==> src/rtl/delay_timer.sv <==
// rtl/delay_timer.sv - programmable prescaler timebase with one-shot/periodic delay counter
//
// Purpose:
//   A synchronous prescaler produces a one-cycle tick every (prescale+1) enabled
//   cycles and a square wave q_out that toggles on each tick. A delay counter
//   counts ticks down from delay_len and pulses done on expiry. It can run as a
//   one-shot, or as a periodic timer that reloads on each expiry.
//
// Ports:
//   clk        in   system clock, rising edge
//   rst        in   synchronous active-high reset
//   enable     in   advances prescaler and delay counter; both freeze when low
//   prescale   in   [WIDTH]  tick period minus one
//   mode       in   0 = one-shot, 1 = periodic (auto-reload)
//   delay_len  in   [CNT_W]  delay length in ticks (sampled on start and reload)
//   start      in   load and run a delay (restarts if already running)
//   abort      in   cancel the delay, no done
//   tick       out  one-cycle pulse per prescaler wrap
//   q_out      out  toggles on every tick
//   busy       out  delay running
//   done       out  one-cycle pulse on expiry
//   remaining  out  [CNT_W]  ticks left in the current delay

module delay_timer #(
    parameter int WIDTH = 10,
    parameter int CNT_W = 16
) (
    input  logic             clk,
    input  logic             rst,
    input  logic             enable,
    input  logic [WIDTH-1:0] prescale,
    input  logic             mode,
    input  logic [CNT_W-1:0] delay_len,
    input  logic             start,
    input  logic             abort,
    output logic             tick,
    output logic             q_out,
    output logic             busy,
    output logic             done,
    output logic [CNT_W-1:0] remaining
);

    typedef enum logic {
        S_IDLE = 1'b0,
        S_RUN  = 1'b1
    } state_t;

    state_t           r_state;
    state_t           w_state_nxt;
    logic [WIDTH-1:0] r_pre_cnt;
    logic [WIDTH-1:0] w_pre_cnt_nxt;
    logic             r_tick;
    logic             w_tick_nxt;
    logic             r_q;
    logic             w_q_nxt;
    logic             r_done;
    logic             w_done_nxt;
    logic [CNT_W-1:0] r_rem;
    logic [CNT_W-1:0] w_rem_nxt;
    logic             w_wrap;
    logic             w_len_zero;
    logic             w_clr_pre;

    // The >= compare lets a prescale lowered below the current count wrap at once
    // instead of running all the way around the counter.
    assign w_wrap     = enable & (r_pre_cnt >= prescale);
    assign w_len_zero = (delay_len == '0);

    // Prescaler next state
    always_comb begin
        w_pre_cnt_nxt = r_pre_cnt;
        w_tick_nxt    = 1'b0;
        w_q_nxt       = r_q;
        if (w_wrap) begin
            w_pre_cnt_nxt = '0;
            w_tick_nxt    = 1'b1;
            w_q_nxt       = ~r_q;
        end else if (enable) begin
            w_pre_cnt_nxt = r_pre_cnt + WIDTH'(1);
        end
    end

    // Delay FSM next state; priority abort > start > expiry/decrement
    always_comb begin
        w_state_nxt = r_state;
        w_rem_nxt   = r_rem;
        w_done_nxt  = 1'b0;
        w_clr_pre   = 1'b0;
        if (abort) begin
            w_state_nxt = S_IDLE;
            w_rem_nxt   = '0;
        end else if (start) begin
            if (w_len_zero) begin
                // Zero-length request: immediate done from IDLE; a running
                // delay is simply stopped, since a restart never issues done.
                w_done_nxt  = (r_state == S_IDLE);
                w_state_nxt = S_IDLE;
                w_rem_nxt   = '0;
            end else begin
                // Clearing the prescaler aligns the first tick exactly
                // prescale+1 cycles after start, so delays are exact.
                w_state_nxt = S_RUN;
                w_rem_nxt   = delay_len;
                w_clr_pre   = 1'b1;
            end
        end else if (r_state == S_RUN && w_wrap) begin
            if (r_rem > CNT_W'(1)) begin
                w_rem_nxt = r_rem - CNT_W'(1);
            end else begin
                w_done_nxt = 1'b1;
                if (mode && !w_len_zero) begin
                    w_rem_nxt = delay_len;
                end else begin
                    w_rem_nxt   = '0;
                    w_state_nxt = S_IDLE;
                end
            end
        end
    end

    always_ff @(posedge clk) begin
        if (rst) begin
            r_state   <= S_IDLE;
            r_pre_cnt <= '0;
            r_tick    <= 1'b0;
            r_q       <= 1'b0;
            r_done    <= 1'b0;
            r_rem     <= '0;
        end else begin
            r_state   <= w_state_nxt;
            r_pre_cnt <= w_clr_pre ? '0 : w_pre_cnt_nxt;
            r_tick    <= w_tick_nxt;
            r_q       <= w_q_nxt;
            r_done    <= w_done_nxt;
            r_rem     <= w_rem_nxt;
        end
    end

    assign tick      = r_tick;
    assign q_out     = r_q;
    assign busy      = (r_state == S_RUN);
    assign done      = r_done;
    assign remaining = r_rem;

endmodule

==> config.mk <==
export PLATFORM = sky130hd
export DESIGN_NAME = delay_timer
export DESIGN_NICKNAME = d
export VERILOG_FILES = /design/src/rtl/delay_timer.sv
export SDC_FILE = /design/constraint.sdc
export NUM_CORES = 1
export LEC_CHECK = 0
export ABC_AREA = 1
export CAP_MARGIN = 20
export CORE_MARGIN = 3
export CORE_UTILIZATION = 30
export DETAILED_ROUTE_END_ITERATION = 16
export DONT_BUFFER_PORTS = 1
export PLACE_DENSITY_LB_ADDON = 0.12
export SYNTH_ARGS = -nofsm -noshare
export SYNTH_HDL_FRONTEND = slang
export SYNTH_SLANG_ARGS = --single-unit
==> constraint.sdc <==
create_clock -name clk -period 1.7 [get_ports clk]
set_input_delay 0.255 -clock clk [delete_from_list [all_inputs] [get_ports clk]]
set_output_delay 0.255 -clock clk [all_outputs]
set_load 0.01 [all_outputs]
Word level (Yosys, flattened, before mapping):

Index checks and enable logic that the tools add are counted.
Widths: inputs -> output; s select.

* $add $sub $neg: 2
* order comparisons: 2
* equal/unequal tests: 2
* mux-type cells: 17
* bitwise operators: 3
* reduce and logical (&&, ||, !) cells: 8

Operators with widths (count)
* $mux 16: 5
* $gt 16x1->1 const B: 1
* $logic_not 16->1: 1
* $sub 16x1->16 const B: 1
* $mux 1: 12
* $add 10x1->10 const B: 1
* $ge 10x10->1: 1
* $ne 2x2->1 const B: 2
* $reduce_and 3->1: 1
* $reduce_or 3->1: 1
* $logic_and 1x1->1: 2
* $not 1->1: 2
* $reduce_bool 2->1: 1
* $reduce_or 2->1: 1
* $and 1x1->1: 1
* $logic_not 1->1: 1

* register bits: 30
* input bits: 32
* output and inout port bits: 20
* word-level logic and storage cells: 40

Longest topological paths before layout:

Gate-level depths: netlist of run 1.

* word-level depth: 7
* mapped depth: 15
* mapped depth without buffers: 14

Least setup slack after synthesis of run 1:

No wires, ideal clock.

* kind: reg2reg
* start: reg r_pre_cnt[0]
* end: reg r_rem[1] (netlist: remaining[1])
* setup time: 0.117 ns
* data arrival time: 1.527 ns
* required time: 1.583 ns
* setup slack: 0.056 ns
* cell stages (with the launch flop): 15
* buffers on the path: 2
* clock period less this slack: 1.644 ns
* cell sequence: dfxtp_1 > inv_1 > ha_1 > inv_1 > nand2_1 > nand2_1 > nand2_1 > nand3_1 > nand3_2 > nand3_2 > nand2_2 > buf_6 > buf_6 > o21ai_0 > nor2_1

* cells in the longest elaborated chain, start to end: 4

Ends and longest elaborated chain
* start, declared: line 50 `logic [WIDTH-1:0] r_pre_cnt;`
* start signal, assigned: line 131 `r_pre_cnt <= w_clr_pre ? '0 : w_pre_cnt_nxt;`
* $ge 10x10->1: line 66 `assign w_wrap = enable & (r_pre_cnt >= prescale);`
* $and 1x1->1: line 66
* $logic_and 1x1->1: line 106 `end else if (r_state == S_RUN && w_wrap) begin`
* $reduce_bool 2->1 (no source line)
* end signal, assigned: line 135 `r_rem <= w_rem_nxt;`
* end, declared: line 58 `logic [CNT_W-1:0] r_rem;`

No other way between the ends.
A chain may end at the register's enable or synchronous reset.

Final worst setup path of run 1:

* start: reg r_pre_cnt[7]
* end: reg r_rem[14] (netlist: remaining[14])

Same word-level chain as after synthesis.

==> flow_summary.json, run 1 <==
{
  "status": "finished with violations",
  "violations": "setup timing",
  "drive_above_1_share_pct": 24.8,
  "antenna_found_initial": 0,
  "wl_per_cell_um": 13.5,
  "layout.nets": 475,
  "vias_per_cell": 4.71,
  "io_buffers": 0,
  "die_h_um": 96.1,
  "fin_util_pct": 39.4,
  "drt-total-wl_um": 7190,
  "crit_path_end_kind": "register",
  "peakVddDrop_v": 0.000257,
  "drcViolationCount": 0,
  "dp_hpwl_um": 5450,
  "setup_ws_ps": -12.7,
  "final_common_cell": "nand2_1",
  "cts_hold_buf": 0,
  "die_x_um": 96.1,
  "ys.warnings.count": 0,
  "setup_viol": 1,
  "ant_nets": 0,
  "cts_tree": "built",
  "cts_buffers": 5,
  "grt_pass1_vias": 2291,
  "synth.avg_cell_area_um2": 6.22,
  "cts_root_buffer": "clkbuf_8",
  "grt_usage_pct": 16.1,
  "core_area_um2": 7810,
  "power_density_nw_per_um2": 660,
  "syn-cell-area_um2": 2430,
  "vias": 2513,
  "grt_pass1_wl_um": 11400,
  "cp-start-kind": "register",
  "timing.critical_path.cells": "ha_1 > nand2_1 > nor2_2 > nand3_1 > nand3_2 > nand3_2 > nand2_4 > buf_12 > o21ai_0 > nor2_1 > nor2_1",
  "min_path_type": "input port to register",
  "clk-insertion-delay-late_ps": 290,
  "die_area_um2": 9230,
  "grt_overflow": 0,
  "crit_type": "register to register",
  "hold_violations": 0,
  "fin_skew_ps": 4.96,
  "max_stage_delay_ps": 320,
  "tightest_slew_ps": 387,
  "ioPinCount": 52,
  "mostFrequentLayoutCells": "nand2_1, nor2_1, inv_1",
  "ys_types": 36,
  "place_congestion": 0.835,
  "cp.arrival_ps": 1890,
  "rsz0062_at_grt": "yes",
  "antenna_cells": 0,
  "drt_first_pass_iters": 4,
  "critPathSlowestCell": "dfxtp_1",
  "start_util_pct": 31.2,
  "cp_max_fo": 19,
  "rows": 32,
  "p_leak_nw": 1.49,
  "slew_headroom_pct": 74.1,
  "tns_ps": -12.7,
  "drt_iter0_drc": 91,
  "maxSlewViolCount": 0,
  "ys_ff_latch": 30,
  "period_share_pct": 101,
  "postSynthCellCount": 391,
  "max_cap_viol_count": 0,
  "cp.required_ps": 1880,
  "fmax_mhz": 584,
  "cts.path.max_buffers": 2,
  "fin_crit_ps": 1710,
  "seq_area_frac_synth_pct": 24.7,
  "grt_max_degree": 20,
  "syn2layout_area_growth_pct": 26.4,
  "synth.net_count": 436,
  "h-tree-depth": 2,
  "clk_pin_slew_ps": 70,
  "clock_sinks": 30
}
[synth_stat cells, drive strengths merged]
cell type  instances  area share [%]
a21oi             13             3.6
dfxtp             30              25
nor2              81              14
nand2             99              16
ha                13             6.7
nand4              5             1.3
a22oi              1            0.31
o21a               1            0.31
a31oi              1            0.26
nor4               1            0.51
a21o               1            0.31
nor3               1            0.21
clkbuf             2            0.31
clkinv             1            0.15
o21ai             23             4.9
o211ai             1            0.87
xor2               8             2.9
inv               54             8.3
nor3b              3             1.5
mux2i              1            0.41
nand3b             1            0.31
xnor2              1            0.36
nand3             42             9.5
buf                7             2.0
[report_power, final]
part	total [mW]	leakage, nW	switching [mW]	internal (mW)
registers	0.752	0.247	0.0252	0.727
clock network	0.629	0.0482	0.302	0.327
logic	0.649	1.19	0.383	0.267
[area by class of cell]
type / instances / area [um^2]
inverter: 55 / 210
clock buffer: 7 / 86.3
multi-input combinational: 298 / 1720
clock inverter: 1 / 5.00
sequential: 30 / 607
fill: 867 / 4730
timing repair buffer: 40 / 320
tap: 102 / 128
[critical path: cells and delay by family, from the launching register on]
kind | cells | cell delay, ps
simple gates | 8 | 760
flops | 1 | 320
fa+ha+maj | 1 | 290
buf+inv | 1 | 160
compound gates | 1 | 90
[worst paths after layout]
| check | from | end | slack [ps] | cells after the start |
|---|---|---|---|---|
| hold reg to reg | q_out$_SDFFE_PP0P_ | q_out$_SDFFE_PP0P_ | 530 | 1 |
| hold / removal | rst | tick$_SDFF_PP0_ | 30 | 1 |
| setup reg to reg | r_pre_cnt[7]$_SDFFE_PP0P_ | remaining[14]$_SDFFE_PP0P_ | -10 | 11 |
| setup / recovery | r_pre_cnt[7]$_SDFFE_PP0P_ | remaining[14]$_SDFFE_PP0P_ | -10 | 11 |
[state kept, by name (all words and copies together), names as in the netlist]
signal     flops
r_pre_cnt     10
q_out          1
remaining     16
done           1
busy           1
tick           1
[routing by layer]
metal,vias up,wire [um],part of all wire (%),track usage [%]
li1,1313,-,-,-
met2,60,3110,43,23.6
met1,1136,3500,49,23.3
met5,-,0,0,0
met4,0,45,0.63,3.91
met3,4,539,7.5,4.14
[kinds of logic (layout without fill, tap and decap cells)]
kind of cell,Yosys count,after routing,synth area share (%)
buf+inv,64,103,10.8
xor+xnor,9,9,3.24
fa+ha+maj,13,13,6.68
flops,30,30,24.7
mux,1,1,0.411
compound gates,41,42,10.5
simple gates,233,233,43.7
[metrics by stage]
| stage | instance area, um^2 | setup WS [ps] | total power, mW | hold slack, ps | instances |
|---|---|---|---|---|---|
| finish | 3080 | -12.7 | 2.03 | 25.2 | 533 |
| global route | 3080 | -134 | 2.17 | 15.4 | 533 |
| CTS | 2910 | -11.7 | 2.01 | 30.8 | 530 |
| detailed placement | 2800 | -68.6 | 1.37 | 344 | 521 |
| global placement | 2800 | -51.8 | 1.37 | 346 | 521 |
| floorplan | 2430 | 55.8 | 1.20 | 339 | 391 |
[timing repair]
item / 4_1_cts / 5_1_grt
cloned: 1 / 1
endpoints found under the setup margin: 24 / 28
resized for setup: 5 / 39
pin swaps: 1 / 7
setup buffers: 0 / 2
Note: power is estimated with default switching activity, not from simulation.
==> inputs of run 2 (changes only) <==
--- a/config.mk
+++ b/config.mk
@@ -15,3 +15,4 @@
 export SYNTH_ARGS = -nofsm -noshare
 export SYNTH_HDL_FRONTEND = slang
 export SYNTH_SLANG_ARGS = --single-unit
+export TNS_END_PERCENT = 30
==> run 2 against run 1 <==
Compared with the run above: the run still ends with setup timing left; clock skew decreased by 1.0 ps; setup slack worse by 1.4 ps; core utilization shrank 0.59 points.
==> flow_summary.json, run 2 (synthesized netlist as in run 1, its figures left out) <==
{
  "max_stage_delay_ps": 320,
  "die_x_um": 96.1,
  "rsz0062_at_grt": "yes",
  "swShare_pct": 35.0,
  "cts_hold_buf": 0,
  "crit_family": "simple AND/OR/NAND/NOR gates",
  "cts_buffers": 5,
  "min_path_type": "input port to register",
  "cp.arrival_ps": 1900,
  "crit_path_end_kind": "register",
  "die_area_um2": 9230,
  "status": "finished with violations",
  "hold_path.startpoint": "rst",
  "core_area_um2": 7810,
  "critPathSlowestCell": "dfxtp_1",
  "period_share_pct": 101,
  "pwr-share-seq_pct": 37.1,
  "hold_violations": 0,
  "grt_pass1_wl_um": 11400,
  "whs_ps": 37.9,
  "fin_cells": 533,
  "grt_overflow": 0,
  "tns_ps": -14.1,
  "setup_ws_ps": -14.1,
  "max_cap_viol_count": 0,
  "h-tree-depth": 2,
  "drt_iter0_drc": 111,
  "cp-start-kind": "register",
  "drt-total-wl_um": 7150,
  "power_switching_mw": 0.708,
  "wl_per_cell_um": 13.4,
  "fin_crit_ps": 1710,
  "clock_sinks": 30,
  "power_mw": 2.03,
  "start_util_pct": 31.2,
  "mostFrequentLayoutCells": "nand2_1, nor2_1, inv_1",
  "antenna_found_initial": 0,
  "pwr-share-comb_pct": 31.8,
  "min_path_cells": 1,
  "timing.critical_path.cells": "ha_1 > nand2_1 > nor2_2 > nand3_1 > nand3_2 > nand3_2 > nand2_4 > buf_12 > o21ai_0 > nor2_1 > nor2_1",
  "ant_nets": 0,
  "cp.required_ps": 1880,
  "r2r_slack_ps": -10,
  "final_area_um2": 3030,
  "clk_pin_slew_ps": 70,
  "rows": 32,
  "cp_max_fo": 19,
  "tightest_slew_ps": 401,
  "grt_usage_pct": 16.1,
  "fmax_mhz": 583,
  "p_int_mw": 1.32,
  "grt_pass1_vias": 2291,
  "vias_per_cell": 4.72,
  "largest_reg_flops": 16,
  "cts.path.max_buffers": 2,
  "vias": 2515,
  "whs_endpoint": "tick$_SDFF_PP0_",
  "die_h_um": 96.1,
  "drcViolationCount": 0,
  "fin_skew_ps": 3.96,
  "place_congestion": 0.835,
  "grt_max_degree": 20,
  "regToRegStartpoint": "r_pre_cnt[7]$_SDFFE_PP0P_",
  "dp_hpwl_um": 5450,
  "fin_util_pct": 38.8,
  "violations": "setup timing",
  "drt_first_pass_iters": 4,
  "syn2layout_area_growth_pct": 24.5,
  "setup_viol": 1,
  "pwr-share-clk_pct": 31.1,
  "maxSlewViolCount": 0,
  "peakVddDrop_v": 0.000257,
  "drive_above_1_share_pct": 23.7,
  "crit_type": "register to register",
  "cts_root_buffer": "clkbuf_8",
  "p_leak_nw": 1.48,
  "dp.cells": 521,
  "clk-insertion-delay-late_ps": 290,
  "cp_num_buf_inv": 1,
  "dp_slack_ps": -68.6,
  "final_common_cell": "nand2_1",
  "cts_tree": "built",
  "io_buffers": 0,
  "ioPinCount": 52,
  "slew_headroom_pct": 73.2,
  "power_density_nw_per_um2": 669,
  "r2r_cells": 11,
  "layout.nets": 475,
  "placed_area_um2": 2800,
  "rr_endpoint": "remaining[14]$_SDFFE_PP0P_",
  "antenna_cells": 0
}
-- run 2: cell types whose count changed in the layout (fill, tap and decap cells not counted), moves of 2 or more --
cell	previous run	this run
nor2_1	63	65
o21ai_1	12	9
ha_1	8	10
dfxtp_1	25	27
nor2_2	14	12
o21ai_0	10	13
ha_4	4	2
dfxtp_2	5	3
-- run 2: worst max path at each step --
stage                              start                         end  slack (ps)  cells past startpoint
2_1_floorplan  r_pre_cnt[0]$_SDFFE_PP0P_   remaining[1]$_SDFFE_PP0P_          60                     14
3_3_place_gp   r_pre_cnt[9]$_SDFFE_PP0P_   r_pre_cnt[0]$_SDFFE_PP0P_         -50                      8
3_5_place_dp   r_pre_cnt[9]$_SDFFE_PP0P_   r_pre_cnt[0]$_SDFFE_PP0P_         -70                      8
4_1_cts        r_pre_cnt[9]$_SDFFE_PP0P_  remaining[14]$_SDFFE_PP0P_         -10                     11
5_1_grt        r_pre_cnt[0]$_SDFFE_PP0P_   remaining[7]$_SDFFE_PP0P_        -130                     14
6_report       r_pre_cnt[7]$_SDFFE_PP0P_  remaining[14]$_SDFFE_PP0P_         -10                     11
-- run 2: cell type report --
class,count,area [um^2]
repair buffers,40,320
clock inverters,1,5.00
multi-input cells,298,1680
inverters,55,210
flip-flops and latches,30,604
well taps,102,128
fillers,872,4780
clock buffers,7,86.3
-- run 2: what timing repair did --
item                       CTS  global route
buffers inserted             0             2
cloned                       1             1
resized for setup            5            29
setup endpoints to repair   24            28
pin swaps                    1             4
-- run 2: per-layer routing --
layer  track usage [%]  up-vias  share of wire, %
met5                 0        -                 0
met4              3.91        0              0.94
met3              4.14        6               7.4
met2              23.6       64                43
met1              23.3     1131                49
li1                  -     1314                 -
-- run 2: power groups by stage --
stage	Combinational (mW)	Sequential, mW	Clock (mW)
2_1_floorplan	0.425	0.777	0
3_5_place_dp	0.600	0.767	0
6_report	0.644	0.752	0.630
3_3_place_gp	0.598	0.767	0
4_1_cts	0.608	0.751	0.651
5_1_grt	0.730	0.756	0.679
-- run 2: worst reg2reg max path, delay by kind of cell, from the launching register on --
kind / cells / cell delay, ps
simple gates: 8 / 770
flops: 1 / 320
fa+ha+maj: 1 / 290
buf+inv: 1 / 160
compound gates: 1 / 100
